## src/rtl/adc_snap_capture_ctrl_pkg.sv

```systemverilog
// Shared types and bit positions for the ADC snapshot capture sequencer.
package adc_snap_pkg;

    typedef enum logic [2:0] {
        ST_IDLE,
        ST_ARMED,
        ST_DELAY,
        ST_CAPTURE,
        ST_DONE
    } snap_state_e;

    localparam int CTRL_ARM  = 0;
    localparam int CTRL_SRC  = 1;

    localparam int STAT_DONE = 31;
    localparam int STAT_TRIG = 30;
    localparam int STAT_WRAP = 29;

    function automatic int snap_depth(input int addr_w);
        return 1 << addr_w;
    endfunction

endpackage

```

## src/rtl/adc_snap_capture_ctrl_if.sv

```systemverilog
// Sample stream in, BRAM write port out; master is the capture controller side.
interface adc_snap_capture_ctrl_if #(
    parameter int ADDR_W = 10,
    parameter int DATA_W = 32
);
    logic [DATA_W-1:0] din;
    logic              din_vld;
    logic              trig_in;
    logic [ADDR_W-1:0] bram_addr;
    logic [DATA_W-1:0] bram_data;
    logic              bram_we;

    modport master (
        input  din, din_vld, trig_in,
        output bram_addr, bram_data, bram_we
    );

    modport slave (
        output din, din_vld, trig_in,
        input  bram_addr, bram_data, bram_we
    );
endinterface

```

## src/rtl/adc_snap_capture_ctrl_offset_sat.sv

```systemverilog
// Clamps the signed trigger offset to [-DEPTH, 2^31-1]; anything further back
// than one full buffer could never be held anyway.
module snap_offset_sat
    import adc_snap_pkg::*;
#(
    parameter int ADDR_W = 10
) (
    input  logic        [31:0] raw,
    output logic signed [31:0] sat
);
    localparam int NEG_LIM = -snap_depth(ADDR_W);

    always_comb begin
        sat = $signed(raw);
        if ($signed(raw) < NEG_LIM) sat = NEG_LIM;
    end
endmodule

```

## src/rtl/adc_snap_capture_ctrl.sv

```systemverilog
// Snapshot sequencer: arm -> trigger -> optional delay -> capture DEPTH samples.
// Pre-trigger ring capture (negative offsets, wrapped flag) exists only with SNAP_CTRL_PRETRIG_EN.
module adc_snap_capture_ctrl
    import adc_snap_pkg::*;
#(
    parameter int ADDR_W = 10,
    parameter int DATA_W = 32
) (
    input  logic                    user_clk,
    input  logic                    user_rst_n,
    input  logic [31:0]             ctrl,
    input  logic [31:0]             trig_offset,
    adc_snap_capture_ctrl_if.master bus,
    output logic [31:0]             status
);
    localparam int DEPTH = snap_depth(ADDR_W);

    snap_state_e        state, state_nxt;
    logic               arm_q;
    logic               arm_edge;
    logic               trig_hit;
    logic signed [31:0] off_sat, off_eff, off_q;
    logic [31:0]        cnt, cnt_nxt;
    logic [ADDR_W-1:0]  wr_addr, wr_addr_nxt;
    logic [ADDR_W-1:0]  trig_addr, trig_addr_nxt;
    logic               done, done_nxt;
    logic               trigd, trigd_nxt;
    logic               we_nxt;
    logic               unused_ctrl;
`ifdef SNAP_CTRL_PRETRIG_EN
    logic               wrapped, wrapped_nxt;
    logic signed [31:0] pre_rem;
`endif

    snap_offset_sat #(.ADDR_W(ADDR_W)) u_sat (
        .raw (trig_offset),
        .sat (off_sat)
    );

`ifdef SNAP_CTRL_PRETRIG_EN
    assign off_eff = off_sat;
    // post-trigger samples still owed once the trigger sample itself is written
    assign pre_rem = off_q + DEPTH - 1;
`else
    assign off_eff = off_sat[31] ? 32'sd0 : off_sat;
`endif

    assign arm_edge    = ctrl[CTRL_ARM] & ~arm_q;
    assign trig_hit    = ctrl[CTRL_SRC] | bus.trig_in;
    assign unused_ctrl = ^ctrl[31:2];

    always_ff @(posedge user_clk or negedge user_rst_n) begin
        if (!user_rst_n) state <= ST_IDLE;
        else             state <= state_nxt;
    end

    always_comb begin
        state_nxt     = state;
        we_nxt        = 1'b0;
        wr_addr_nxt   = wr_addr;
        cnt_nxt       = cnt;
        done_nxt      = done;
        trigd_nxt     = trigd;
        trig_addr_nxt = trig_addr;
`ifdef SNAP_CTRL_PRETRIG_EN
        wrapped_nxt   = wrapped;
`endif
        if (arm_edge) begin
            state_nxt     = ST_ARMED;
            wr_addr_nxt   = '0;
            cnt_nxt       = '0;
            done_nxt      = 1'b0;
            trigd_nxt     = 1'b0;
            trig_addr_nxt = '0;
`ifdef SNAP_CTRL_PRETRIG_EN
            wrapped_nxt   = 1'b0;
`endif
        end else if (bus.din_vld) begin
            unique case (state)
                ST_ARMED: begin
`ifdef SNAP_CTRL_PRETRIG_EN
                    if (off_q[31]) begin
                        we_nxt      = 1'b1;
                        wr_addr_nxt = wr_addr + 1'b1;
                        if (&wr_addr) wrapped_nxt = 1'b1;
                    end
`endif
                    if (trig_hit) begin
                        trigd_nxt     = 1'b1;
                        trig_addr_nxt = wr_addr;
                        if (off_q == '0) begin
                            we_nxt      = 1'b1;
                            wr_addr_nxt = wr_addr + 1'b1;
                            cnt_nxt     = 32'(DEPTH - 1);
                            state_nxt   = ST_CAPTURE;
                        end
`ifdef SNAP_CTRL_PRETRIG_EN
                        else if (off_q[31]) begin
                            if (pre_rem <= 0) begin
                                done_nxt  = 1'b1;
                                state_nxt = ST_DONE;
                            end else begin
                                cnt_nxt   = $unsigned(pre_rem);
                                state_nxt = ST_CAPTURE;
                            end
                        end
`endif
                        else begin
                            cnt_nxt   = $unsigned(off_q);
                            state_nxt = ST_DELAY;
                        end
                    end
                end
                ST_DELAY: begin
                    if (cnt == 32'd1) begin
                        cnt_nxt   = 32'(DEPTH);
                        state_nxt = ST_CAPTURE;
                    end else begin
                        cnt_nxt = cnt - 32'd1;
                    end
                end
                ST_CAPTURE: begin
                    we_nxt      = 1'b1;
                    wr_addr_nxt = wr_addr + 1'b1;
                    cnt_nxt     = cnt - 32'd1;
                    if (cnt == 32'd1) begin
                        done_nxt  = 1'b1;
                        state_nxt = ST_DONE;
                    end
                end
                default: ;
            endcase
        end
    end

    always_ff @(posedge user_clk or negedge user_rst_n) begin
        if (!user_rst_n) begin
            arm_q         <= 1'b0;
            off_q         <= '0;
            cnt           <= '0;
            wr_addr       <= '0;
            trig_addr     <= '0;
            done          <= 1'b0;
            trigd         <= 1'b0;
            bus.bram_we   <= 1'b0;
            bus.bram_addr <= '0;
            bus.bram_data <= '0;
        end else begin
            arm_q       <= ctrl[CTRL_ARM];
            cnt         <= cnt_nxt;
            wr_addr     <= wr_addr_nxt;
            trig_addr   <= trig_addr_nxt;
            done        <= done_nxt;
            trigd       <= trigd_nxt;
            bus.bram_we <= we_nxt;
            if (arm_edge) begin
                off_q         <= off_eff;
                bus.bram_addr <= '0;
            end else if (we_nxt) begin
                bus.bram_addr <= wr_addr;
                bus.bram_data <= bus.din;
            end
        end
    end

`ifdef SNAP_CTRL_PRETRIG_EN
    always_ff @(posedge user_clk or negedge user_rst_n) begin
        if (!user_rst_n) wrapped <= 1'b0;
        else             wrapped <= wrapped_nxt;
    end
`endif

    always_comb begin
        status            = '0;
        status[STAT_DONE] = done;
        status[STAT_TRIG] = trigd;
`ifdef SNAP_CTRL_PRETRIG_EN
        status[STAT_WRAP] = wrapped;
`endif
        status[ADDR_W-1:0] = trig_addr;
    end
endmodule

```

## src/flat_wrapper.sv

```systemverilog
// flat-port wrapper written by rule: the top's interface ports become plain ports
module adc_snap_capture_ctrl_flat import adc_snap_pkg::*;
#(
    parameter int ADDR_W = 10,
    parameter int DATA_W = 32
)
  (user_clk, user_rst_n, ctrl, trig_offset, status, bus_din, bus_din_vld, bus_trig_in, bus_bram_addr, bus_bram_data, bus_bram_we);
  adc_snap_capture_ctrl_if #(.ADDR_W(ADDR_W), .DATA_W(DATA_W)) bus_i ();
  input  logic user_clk;
  input  logic user_rst_n;
  input  logic [31:0] ctrl;
  input  logic [31:0] trig_offset;
  output logic [31:0] status;
  input wire logic [$bits(bus_i.din)-1:0] bus_din;
  input wire logic [$bits(bus_i.din_vld)-1:0] bus_din_vld;
  input wire logic [$bits(bus_i.trig_in)-1:0] bus_trig_in;
  output wire logic [$bits(bus_i.bram_addr)-1:0] bus_bram_addr;
  output wire logic [$bits(bus_i.bram_data)-1:0] bus_bram_data;
  output wire logic [$bits(bus_i.bram_we)-1:0] bus_bram_we;
  assign bus_i.din = bus_din;
  assign bus_i.din_vld = bus_din_vld;
  assign bus_i.trig_in = bus_trig_in;
  assign bus_bram_addr = bus_i.bram_addr;
  assign bus_bram_data = bus_i.bram_data;
  assign bus_bram_we = bus_i.bram_we;
  adc_snap_capture_ctrl #(.ADDR_W(ADDR_W), .DATA_W(DATA_W)) u_core (.user_clk(user_clk), .user_rst_n(user_rst_n), .ctrl(ctrl), .trig_offset(trig_offset), .bus(bus_i), .status(status));
endmodule
```

## config.mk

```make
export PLATFORM = sky130hd
export DESIGN_NAME = adc_snap_capture_ctrl_flat
export DESIGN_NICKNAME = d
export VERILOG_FILES = /design/src/rtl/adc_snap_capture_ctrl_pkg.sv /design/src/rtl/adc_snap_capture_ctrl_if.sv /design/src/rtl/adc_snap_capture_ctrl_offset_sat.sv /design/src/rtl/adc_snap_capture_ctrl.sv /design/src/flat_wrapper.sv
export SDC_FILE = /design/constraint.sdc
export NUM_CORES = 1
export LEC_CHECK = 0
export ABC_CLOCK_PERIOD_IN_PS = 2900
export CORE_MARGIN = 4
export CORE_UTILIZATION = 43
export CTS_BUF_LIST = sky130_fd_sc_hd__clkbuf_4 sky130_fd_sc_hd__clkbuf_8 sky130_fd_sc_hd__clkbuf_16
export CTS_CLUSTER_SIZE = 14
export DETAILED_ROUTE_END_ITERATION = 7
export GPL_ROUTABILITY_DRIVEN = 1
export PLACE_DENSITY = 0.71
export SLEW_MARGIN = 20
export SYNTH_ARGS = -nofsm -noshare
export SYNTH_HDL_FRONTEND = slang
export SYNTH_SLANG_ARGS = --single-unit
```

## constraint.sdc

```tcl
create_clock -name user_clk -period 2.9 [get_ports user_clk]
set_input_delay 0.58 -clock user_clk [delete_from_list [all_inputs] [get_ports user_clk]]
set_output_delay 0.58 -clock user_clk [all_outputs]
set_load 0.1 [all_outputs]
```

==> summary.txt, run 1 <==
Floorplanning
  • Die area: 16,830 um2
  • Initial Utilization: 43.84%
  • Chip Height: 129.7 um
  • Site row count: 44
  • CORE AREA: 14,530 um2
  • I/O pin cnt: 175
  • Die X: 129.7 um

Status
  • Status: complete, no violations

Place
  • I/O Buffers: 124
  • GP Congestion: 0.8937
  • Cells after DPL: 926
  • Post-DP Area: 7761 um2
  • Hpwl dp: 11,970 um

STA
  • Worst slew pin tran: 0.7806 ns
  • Final Hold Fails: 0
  • Hold slack final: 0.1671 ns
  • Min Tclk post-route: 2.678 ns
  • Fin crit share: 92.35%
  • Clock Skews: 0.01171 ns
  • Setup total negative slack: 0 ns
  • Final setup vio count: 0
  • Slew Limit Fails: 0
  • RSZ-0062 raised after global routing: no
  • Slew HR: 47.90%
  • Fmax: 373.4 MHz

Global routing
  • GRT Residual Overflow: 0
  • Largest net degree at the start of global routing: 48
  • Antenna violations before repair: 0
  • First-pass GRT wire length: 26,250 um
  • Vias in the first global route: 5,242
  • Overall routing resource usage: 19.76%

CTS
  • # hold bufs at CTS: 0
  • CTS Buf Count: 17
  • # Post-CTS Setup Buffers: 0
  • Clk sink count: 132
  • CTS H-Tree Depth: 4
  • Clk slew on worst S/H paths: 0.06 ns
  • Deepest clock path buffer count: 2
  • Clock Root Buffer: clkbuf_16
  • TritonCTS clock tree: yes
  • Worst-Skew Late Latency: 0.42 ns
  • Cts repair resizes: 0

Synth
  • Ys async rst share: 100.0%
  • Xor/xnor cell area share of the yosys netlist: 2.062%
  • Multiplexer area fraction after synthesis: 7.383%
  • Synth warn: 0
  • Synth area leaders: dfrtp_1 (52%), o21ai_0 (5.7%), mux2_2 (5.7%)
  • Synthesized flop and latch total: 132
  • Syn_area_per_cell: 10.28 um2
  • Post-Synth Adder-Cell Area: 0.7854%
  • Area share of the largest cell type after synthesis: 51.84%
  • Post-synth top area cell: dfrtp_1
  • Sequential-to-total area share from yosys stat: 51.84%
  • Syn Std Cell Area: 6372 um2
  • Commonest cells post-synth: dfrtp_1 (132), o21ai_0 (73), nand2_1 (61)
  • Post-Synth Simple-Gate Area: 15.67%
  • Post-synthesis compound-gate area fraction: 16.98%
  • Mapped Cells: 620
  • Main combinational cell family by area after synthesis: compound AO/OA/AOI/OAI gates
  • Count leader, synth: dfrtp_1
  • Synth cell types: 55
  • EDFF count, synth: 0
  • Top FF cell, synth: dfrtp_1

Drt
  • Drt drc: 0
  • DRT iter0 DRCs: 332
  • Vias/cell: 5.546
  • DR WL/cell: 17.19 um
  • WL final: 16,470 um
  • Vias: 5,313
  • Post-DRT Antenna Nets: 0
  • Drt first pass iters: 5

Cells and area
  • Area grow syn2layout: 30.67%
  • Finished Cell Area: 8327 um2
  • Final std cells w/o fill: 958
  • Share of cells above drive strength 1: 22.35%
  • Ant diodes: 0
  • Post-layout net count: 865

Setup path
  • Crit Path Class: reg -> reg
  • Data required, critical path: 3.20 ns
  • Worst EP arrival: 2.97 ns
  • Startpoint types: flop
  • Critical path endpoint category: flop
  • Crit Path Max Fanout: 9

Power
  • Maximum VDD drop: 0.0006039 V
  • Leakage power: 3.784 nW
  • PwrDens: 1019 nW/um2

Hold path
  • Hold WC Path Type: in -> async

Run
  • Max-Cap Viols: 0
[area by class of cell]
type	instances	area [um2]
timing repair buffer	158	1381
tap	184	230.2
fill	1252	6207
multi-input combinational	446	2831
inverter	6	22.52
clock inverter	13	111.4
sequential	132	3303
clock buffer	19	446.7
[power breakdown]
part           total, mW  internal (mW)  switching, mW
clock               2.01           1.20          0.804
combinational       3.86           1.08           2.79
sequential          2.62           2.26          0.355
[layer usage]
metal	routed length [um]	global-route usage, %
met1	6886	26.69
met2	8075	31.21
met3	1167	4.789
met4	337	7.213
met5	0	0
[sequential cells by signal (all words and copies together) (netlist names)]
signal / count
u_core.arm_q: 1
u_core.wr_addr: 10
u_core.bus.bram_data: 32
u_core.cnt: 32
u_core.off_q: 31
u_core.bus.bram_we: 1
u_core.state: 3
u_core.trig_addr: 10
u_core.done: 1
u_core.trigd: 1
u_core.bus.bram_addr: 10
[layout by cell type (no fill, tap or decap), drive strengths merged, types with 4 or more instances in the layout]
master           n
nor4            20
buf             90
clkdlybuf4s50   68
nand2b           4
ha               4
a21oi           15
dfrtp          132
nor2            43
mux2i           11
clkinv           8
or2              8
nand2           62
nand3            7
o21ai           74
nor3            15
nand4            9
xnor2            5
or3              8
clkbuf          19
xor2            10
o21a             4
inv              6
and3             4
clkinvlp         4
o31ai            5
conb            20
a22o            21
mux2            32
o211ai          19
a221o            6
or4              9
[critical path: stages, from the launching register on]
cell and delay (ns):
dfrtp_1 0.41, or4_4 0.58, or4_1 0.45, or4_4 0.56, nand2_4 0.13, o21ai_0 0.10, a221o_1 0.31
[cell families after synthesis]
| group | count (synthesis) |
|---|---|
| fa+ha+maj | 4 |
| simple gates | 198 |
| other cells | 1 |
| xor+xnor | 15 |
| compound gates | 166 |
| buf+inv | 61 |
| flops | 132 |
| mux | 43 |
[through the flow]
step / setup WS (ns) / total power [mW] / util, %
floorplan: 0.2229 / 5.526 / -
global placement: -0.1435 / 6.429 / 53.38
detailed placement: -0.4113 / 6.502 / 53.40
CTS: 0.04839 / 8.530 / 57.24
global route: 0.07502 / 8.879 / 57.29
finish: 0.2218 / 8.488 / 57.29
[final timing paths]
kind | cells past startpoint | start | endpoint | slack, ns
hold reg to reg | 1 | u_core.cnt[31] | u_core.cnt[31] | 0.49
hold / removal | 1 | user_rst_n | u_core.bus.bram_data[22] | 0.17
setup reg to reg | 6 | u_core.cnt[17] | u_core.cnt[15] | 0.22
max in group asynchronous | 2 | user_rst_n | u_core.bus.bram_data[31] | 1.96
setup / recovery | 6 | u_core.cnt[17] | u_core.cnt[15] | 0.22
min in group user_clk | 1 | u_core.cnt[31] | u_core.cnt[31] | 0.49
(Power assumes the default switching activity.)
==> run 2: changes to the inputs <==
- MAX_ROUTING_LAYER: default -> met4
==> run 2 against run 1 <==
Net effect: utilization increased by 0.27 points; largest power group unchanged; critical path depth unchanged; setup slack got worse by 0.017 ns; maximum frequency decreased by 0.61%; largest cell class unchanged; first-iteration DRC count decreased by 2.4%; via count increased by 0.96%; clock-buffer cell count increased by 2; highest routed layer unchanged.
==> summary.txt, run 2 (synthesis results as in run 1) <==
Status
  • Status: complete, no violations (unchanged)

STA
  • Final setup vio count: 0 (unchanged)
  • Final Hold Fails: 0 (unchanged)
  • Min Tclk post-route: 2.695 ns (was 2.678 ns)
  • Fmax: 371.1 MHz (was 373.4 MHz)
  • Fin crit share: 92.92% (was 92.35%)
  • Slew HR: 45.66% (was 47.90%)
  • Slew Limit Fails: 0 (unchanged)
  • Worst slew pin tran: 0.8143 ns (was 0.7806 ns)
  • RSZ-0062 raised after global routing: no (unchanged)
  • Worst setup margin: 0.2053 ns (was 0.2218 ns)
  • Clock Skews: 0.007089 ns (was 0.01171 ns)

Global routing
  • Largest net degree at the start of global routing: 54 (was 48)
  • Overall routing resource usage: 20.34% (was 19.76%)
  • Vias in the first global route: 5,193 (was 5,242)
  • Antenna violations before repair: 0 (unchanged)
  • First-pass GRT wire length: 26,130 um (was 26,250 um)
  • GRT Residual Overflow: 0 (unchanged)

Drt
  • Met2 Routed Length: 7991 um (was 8075 um)
  • Vias/cell: 5.599 (was 5.546)
  • Met3 routed WL: 1041 um (was 1167 um)
  • WL met1: 7121 um (was 6886 um)
  • Top routing layer in use: met4 (unchanged)
  • DR WL/cell: 17.31 um (was 17.19 um)
  • Post-DRT Antenna Nets: 0 (unchanged)
  • Drt first pass iters: 6 (was 5)
  • WL final: 16,590 um (was 16,470 um)
  • Drt drc: 0 (unchanged)
  • Vias: 5,364 (was 5,313)
  • DRT iter0 DRCs: 324 (was 332)

Power
  • Cell Int Power: 4.669 mW (was 4.540 mW)
  • Switching share of total power: 45.95% (was 46.50%)
  • Final Power: 8.638 mW (was 8.488 mW)
  • Clock network fraction of total power: 24.8% (was 23.6%)
  • Power share of the combinational group: 44.9% (was 45.5%)
  • Sw Pwr: 3.969 mW (was 3.947 mW)
  • Maximum VDD drop: 0.0004571 V (was 0.0006039 V)
  • Leakage power: 3.794 nW (was 3.784 nW)
  • PwrDens: 1033 nW/um2 (was 1019 nW/um2)
  • Register share of total power: 30.4% (was 30.8%)

Floorplanning
  • CORE AREA: 14,530 um2 (unchanged)
  • Initial Utilization: 43.84% (unchanged)
  • Die X: 129.7 um (unchanged)
  • I/O pin cnt: 175 (unchanged)
  • Chip Height: 129.7 um (unchanged)
  • Site row count: 44 (unchanged)
  • Die area: 16,830 um2 (unchanged)

Cells and area
  • Biggest regs: u_core.bus.bram_data (32), u_core.cnt (32), u_core.off_q (31) (unchanged)
  • Fillers: 1,246 (was 1,252)
  • Share of cells above drive strength 1: 22.35% (unchanged)
  • Area grow syn2layout: 31.28% (was 30.67%)
  • Register area: 3303 um2 (unchanged)
  • Post-layout net count: 865 (unchanged)
  • Commonest non-fill, non-tap cell in the layout: dfrtp_1 (unchanged)
  • Ant diodes: 0 (unchanged)
  • Final core occ: 57.56% (was 57.29%)
  • Area of the multi-input gates: 2831 um2 (unchanged)
  • Commonest non-fill, non-tap cells in the layout: dfrtp_1 (132), buf_4 (88), o21ai_0 (73) (unchanged)

Place
  • I/O Buffers: 124 (unchanged)
  • GP Congestion: 0.9184 (was 0.8937)
  • Hpwl dp: 12,010 um (was 11,970 um)
  • Pre-CTS setup slack: -0.2552 ns (was -0.4113 ns)

CTS
  • CTS H-Tree Depth: 4 (unchanged)
  • Clock Root Buffer: clkbuf_16 (unchanged)
  • Cts repair resizes: 0 (unchanged)
  • # hold bufs at CTS: 0 (unchanged)
  • Worst-Skew Late Latency: 0.42 ns (about the same)
  • Clk sink count: 132 (unchanged)
  • Clk slew on worst S/H paths: 0.06 ns (about the same)
  • TritonCTS clock tree: yes (unchanged)
  • Deepest clock path buffer count: 2 (unchanged)
  • # Post-CTS Setup Buffers: 0 (unchanged)
  • CTS Buf Count: 17 (unchanged)

Setup path
  • Worst EP arrival: 2.99 ns (was 2.97 ns)
  • Crit Path Class: reg -> reg (unchanged)
  • Data required, critical path: 3.20 ns (about the same)
  • Startpoint types: flop (unchanged)
  • Reg2Reg Capture Point: u_core.cnt[15] (unchanged)
  • Worst r2r path cells: 6 (unchanged)
  • Crit Path Max Fanout: 9 (unchanged)
  • Reg-to-reg setup timing slack: 0.21 ns (was 0.22 ns)
  • Critical path endpoint category: flop (unchanged)
  • Worst r2r src: u_core.cnt[26] (was u_core.cnt[17])

Run
  • Max-Cap Viols: 0 (unchanged)

Hold path
  • Hold WC Path Type: in -> async (unchanged)
run 2: routing by layer:
layer / up-vias / track usage (%)
met5: - / -
met2: 209 / 31.85
met1: 2602 / 25.88
met4: 0 / 8.313
met3: 35 / 4.339
li1: 2518 / -
run 2: power groups by stage:
stage	Combinational, mW	Clock (mW)	Sequential [mW]
after global placement	3.82	0	2.61
after CTS	3.88	2.18	2.62
final	3.88	2.14	2.62
after floorplan	1.28	0	4.24
after global routing	4.07	2.27	2.68
after detailed placement	3.86	0	2.64
run 2: layout make-up:
class	instances	share of cell area (%)
sequential	132	39.49
tap	184	2.752
timing repair buffer	158	16.51
clock buffer	21	5.594
clock inverter	11	1.541
multi-input combinational	446	33.85
inverter	6	0.2692
run 2: worst max path at each step:
stage / from / end / slack [ns] / cells past startpoint
floorplan: u_core.cnt[14] / u_core.cnt[13] / 0.22 / 9
global placement: trig_offset[25] / u_core.off_q[4] / -0.1 / 7
detailed placement: trig_offset[26] / u_core.off_q[0] / -0.26 / 7
CTS: trig_offset[26] / u_core.off_q[2] / 0.18 / 7
global route: u_core.cnt[26] / u_core.cnt[12] / 0.08 / 8
finish: u_core.cnt[26] / u_core.cnt[15] / 0.21 / 6
run 2: metrics by stage:
step	cell area, um2	setup TNS, ns	hold slack (ns)	cells
finish	8366	0	0.06779	958
global route	8366	0	0.06468	958
floorplan	6444	0	0.2844	639
CTS	8358	0	0.05654	958
global placement	7759	-3.801	0.4688	926
detailed placement	7761	-5.580	0.4755	926
run 2: worst max-delay path, cell delays in order (launching register included):
cell,delay [ns]
dfrtp_1,0.41
or4_1,0.67
or3_1,0.42
or4_4,0.51
nand2_4,0.13
o21ai_0,0.11
a221o_1,0.31
==> run 3: changes to the inputs <==
- ABC_AREA: default -> 1
- ABC_CLOCK_PERIOD_IN_PS: 2900 -> 2500
- PLACE_DENSITY: 0.71 -> 0.69
- clock period: 2.9 -> 2.5 ns (I/O delays scaled with it)
==> run 3 against run 2 <==
Net effect: final area is 7.0% higher; sequential power is 23% higher; utilization is 1.8 points lower; clock power is 8% higher; register-to-register slack better by 0.25 ns; flip-flop and latch count stayed put; cell count is 36% higher; first-iteration DRC count is 36% higher; largest cell class unchanged; highest routed layer unchanged.
==> summary.txt, run 3 <==
Floorplanning
  • Die X: 136.9 um (was 129.7 um)
  • Chip Height: 136.9 um (was 129.7 um)
  • Site row count: 46 (was 44)
  • CORE AREA: 16,060 um2 (was 14,530 um2)
  • I/O pin cnt: 175 (unchanged)
  • Initial Utilization: 44.48% (was 43.84%)
  • Die area: 18,730 um2 (was 16,830 um2)

Synth
  • Syn_area_per_cell: 7.486 um2 (was 10.28 um2)
  • EDFF count, synth: 0 (unchanged)
  • Post-synth top area cell: dfrtp_1 (unchanged)
  • Mapped Cells: 954 (was 620)
  • Count leader, synth: nand2_1 (was dfrtp_1)
  • Sequential-to-total area share from yosys stat: 46.25% (was 51.84%)
  • Top FF cell, synth: dfrtp_1 (unchanged)
  • Ys async rst share: 100.0% (unchanged)
  • Syn Std Cell Area: 7142 um2 (was 6372 um2)
  • Post-Synth Adder-Cell Area: 0.7008% (was 0.7854%)
  • Post-Synth Simple-Gate Area: 32.36% (was 15.67%)
  • Synthesized flop and latch total: 132 (unchanged)
  • Synth cell types: 36 (was 55)
  • Post-synthesis compound-gate area fraction: 7.954% (was 16.98%)
  • Synth area leaders: dfrtp_1 (46%), nand2_1 (16%), nand3_1 (6.6%) (was dfrtp_1 (52%), o21ai_0 (5.7%), mux2_2 (5.7%))
  • Area share of the largest cell type after synthesis: 46.25% (was 51.84%)
  • Xor/xnor cell area share of the yosys netlist: 2.453% (was 2.062%)
  • Synth warn: 0 (unchanged)
  • Multiplexer area fraction after synthesis: 0% (was 7.383%)
  • Commonest cells post-synth: nand2_1 (305), dfrtp_1 (132), inv_1 (97) (was dfrtp_1 (132), o21ai_0 (73), nand2_1 (61))
  • Main combinational cell family by area after synthesis: simple AND/OR/NAND/NOR gates (was compound AO/OA/AOI/OAI gates)

Place
  • Cells after DPL: 1,271 (was 926)
  • GP Congestion: 0.9492 (was 0.9184)
  • Pre-CTS setup slack: 0.01235 ns (was -0.2552 ns)
  • Hpwl dp: 14,430 um (was 12,010 um)
  • I/O Buffers: 124 (unchanged)

Setup path
  • Most used cell, CP: nand4_1
  • CP top delay family: simple AND/OR/NAND/NOR gates (unchanged)
  • Crit Path Class: in -> reg (was reg -> reg)
  • Reg-to-reg setup timing slack: 0.46 ns (was 0.21 ns)
  • Worst r2r path cells: 9 (was 6)
  • Critical-path cell list: clkdlybuf4s50_1 -> nand4_1 -> nor4_1 -> nand4_1 -> ha_1 -> or2_2 -> o22ai_1 (was or4_1 -> or3_1 -> or4_4 -> nand2_4 -> o21ai_0 -> a221o_1)
  • Data required, critical path: 2.83 ns (was 3.20 ns)
  • Crit path buf inv count: 1 (was 0)
  • Critical Path End: u_core.off_q[4] (was u_core.cnt[15])
  • CP max stage cell: clkdlybuf4s50_1 (was or4_1)
  • Worst EP arrival: 2.38 ns (was 2.99 ns)
  • Critical path origin: trig_offset[20] (was u_core.cnt[26])
  • Crit Path Max Fanout: 10 (was 9)
  • Slowest cell delay on critical path: 0.48 ns (was 0.67 ns)
  • Worst r2r src: u_core.cnt[0] (was u_core.cnt[26])
  • Critical path endpoint category: flop (unchanged)
  • Stages on worst setup path: 7 (was 6)
  • Reg2Reg Capture Point: u_core.cnt[22] (was u_core.cnt[15])
  • Startpoint types: input pin (was flop)

Cells and area
  • Share of cells above drive strength 1: 12.24% (was 22.35%)
  • Commonest non-fill, non-tap cells in the layout: nand2_1 (305), dfrtp_1 (132), inv_1 (97) (was dfrtp_1 (132), buf_4 (88), o21ai_0 (73))
  • Area grow syn2layout: 25.37% (was 31.28%)
  • Commonest non-fill, non-tap cell in the layout: nand2_1 (was dfrtp_1)
  • Final core occ: 55.76% (was 57.56%)
  • Final std cells w/o fill: 1,304 (was 958)
  • Post-layout net count: 1,178 (was 865)
  • Biggest regs: u_core.bus.bram_data (32), u_core.cnt (32), u_core.off_q (31) (unchanged)

STA
  • Fin crit share: 82.05%
  • Clock Skews: 0.01616 ns (was 0.007089 ns)
  • Worst slew pin tran: 0.7401 ns (was 0.8143 ns)
  • RSZ-0062 raised after global routing: no (unchanged)
  • Min Tclk post-route: 2.051 ns
  • Final setup vio count: 0 (unchanged)
  • Slew HR: 50.48% (was 45.66%)
  • Hold slack final: 0.01471 ns (was 0.06779 ns)
  • Final Hold Fails: 0 (unchanged)
  • Setup total negative slack: 0 ns (unchanged)
  • Fmax: 487.5 MHz
  • Worst setup margin: 0.4488 ns (was 0.2053 ns)
  • Slew Limit Fails: 0 (unchanged)

CTS
  • Clock Root Buffer: clkbuf_16 (unchanged)
  • Worst-Skew Late Latency: 0.43 ns (was 0.42 ns)
  • Cts repair resizes: 0 (unchanged)
  • Clk sink count: 132 (unchanged)
  • TritonCTS clock tree: yes (unchanged)
  • # Post-CTS Setup Buffers: 0 (unchanged)
  • # hold bufs at CTS: 0 (unchanged)
  • Deepest clock path buffer count: 2 (unchanged)
  • CTS H-Tree Depth: 4 (unchanged)
  • Clk slew on worst S/H paths: 0.06 ns (about the same)
  • CTS Buf Count: 17 (unchanged)

Global routing
  • Vias in the first global route: 6,148 (was 5,193)
  • Antenna violations before repair: 1 (was 0)
  • Largest net degree at the start of global routing: 56 (was 54)
  • GRT Residual Overflow: 0 (unchanged)
  • Overall routing resource usage: 22.21% (was 20.34%)
  • First-pass GRT wire length: 31,630 um (was 26,130 um)

Drt
  • Vias/cell: 5.019 (was 5.599)
  • Drt drc: 0 (unchanged)
  • Drt first pass iters: 5 (was 6)
  • DRT iter0 DRCs: 442 (was 324)
  • Vias: 6,545 (was 5,364)
  • DR WL/cell: 15.16 um (was 17.31 um)
  • Post-DRT Antenna Nets: 0 (unchanged)
  • WL final: 19,770 um (was 16,590 um)

Hold path
  • Hold WC Path Type: in -> async (unchanged)

Power
  • Leakage power: 4.556 nW (was 3.794 nW)
  • PwrDens: 1230 nW/um2 (was 1033 nW/um2)
  • Maximum VDD drop: 0.0005658 V (was 0.0004571 V)

Run
  • Max-Cap Viols: 0 (unchanged)

Status
  • Status: complete, no violations (unchanged)
## run 3: area by class of cell
| type | count | area, um2 |
|---|---|---|
| Clock inverter | 15 | 123.9 |
| Sequential cell | 132 | 3303 |
| Tap cell | 216 | 270.3 |
| Timing Repair Buffer | 141 | 1270 |
| Inverter | 101 | 379.1 |
| Fill cell | 1521 | 7104 |
| Antenna cell | 1 | 2.502 |
| Multi-Input combinational cell | 681 | 3179 |
| Clock buffer | 17 | 425.4 |
## run 3: power by group
part           leakage [nW]  switching, mW  total [mW]  internal [mW]
Clock                 0.255           1.02        2.31           1.29
Sequential             1.72          0.520        3.22           2.70
Combinational          2.58           4.10        5.48           1.38
## run 3: cells by family (layout without fill, tap and decap cells)
family | Yosys count | count (layout)
AND/OR/NAND/NOR | 533 | 533
AO/OA/AOI/OAI | 104 | 104
XOR/XNOR | 20 | 20
adder cells (fa/ha/maj) | 4 | 4
flip-flops | 132 | 132
buffers and inverters | 160 | 274
other | 1 | 21
## run 3: worst min-delay path by stage
stage | start | endpoint | depth (start not counted)
2_1_floorplan | user_rst_n | u_core.arm_q | 0
5_1_grt | user_rst_n | u_core.off_q[19] | 1
6_report | user_rst_n | u_core.off_q[19] | 1
4_1_cts | user_rst_n | u_core.off_q[19] | 1
3_3_place_gp | user_rst_n | u_core.off_q[17] | 1
3_5_place_dp | u_core.bus.bram_data[0] | u_core.bus.bram_data[0] | 2
## run 3: routing by layer
| layer | vias up | GRT usage, % | part of all wire, % |
|---|---|---|---|
| met5 | - | - | 0 |
| met4 | 0 | 7.428 | 1.8 |
| met3 | 28 | 4.228 | 5.4 |
| met2 | 183 | 32.61 | 47 |
| met1 | 3091 | 31.08 | 46 |
| li1 | 3243 | - | - |
## run 3: metrics by stage
stage          area (um2)  total power [mW]
3_5_place_dp         8402             8.702
5_1_grt              8954             11.68
2_1_floorplan        7213             7.382
6_report             8954             11.01
4_1_cts              8951             11.05
3_3_place_gp         8402             8.649
## run 3: worst register-to-register path, cell delays in order, from the launching register on
cell and delay [ns]:
dfrtp_1 0.41, inv_1 0.14, ha_1 0.25, nand3_1 0.20, nor3_1 0.50, nand3_1 0.16
nand3_1 0.12, nand2_1 0.05, nand2_1 0.06, nand2_1 0.04
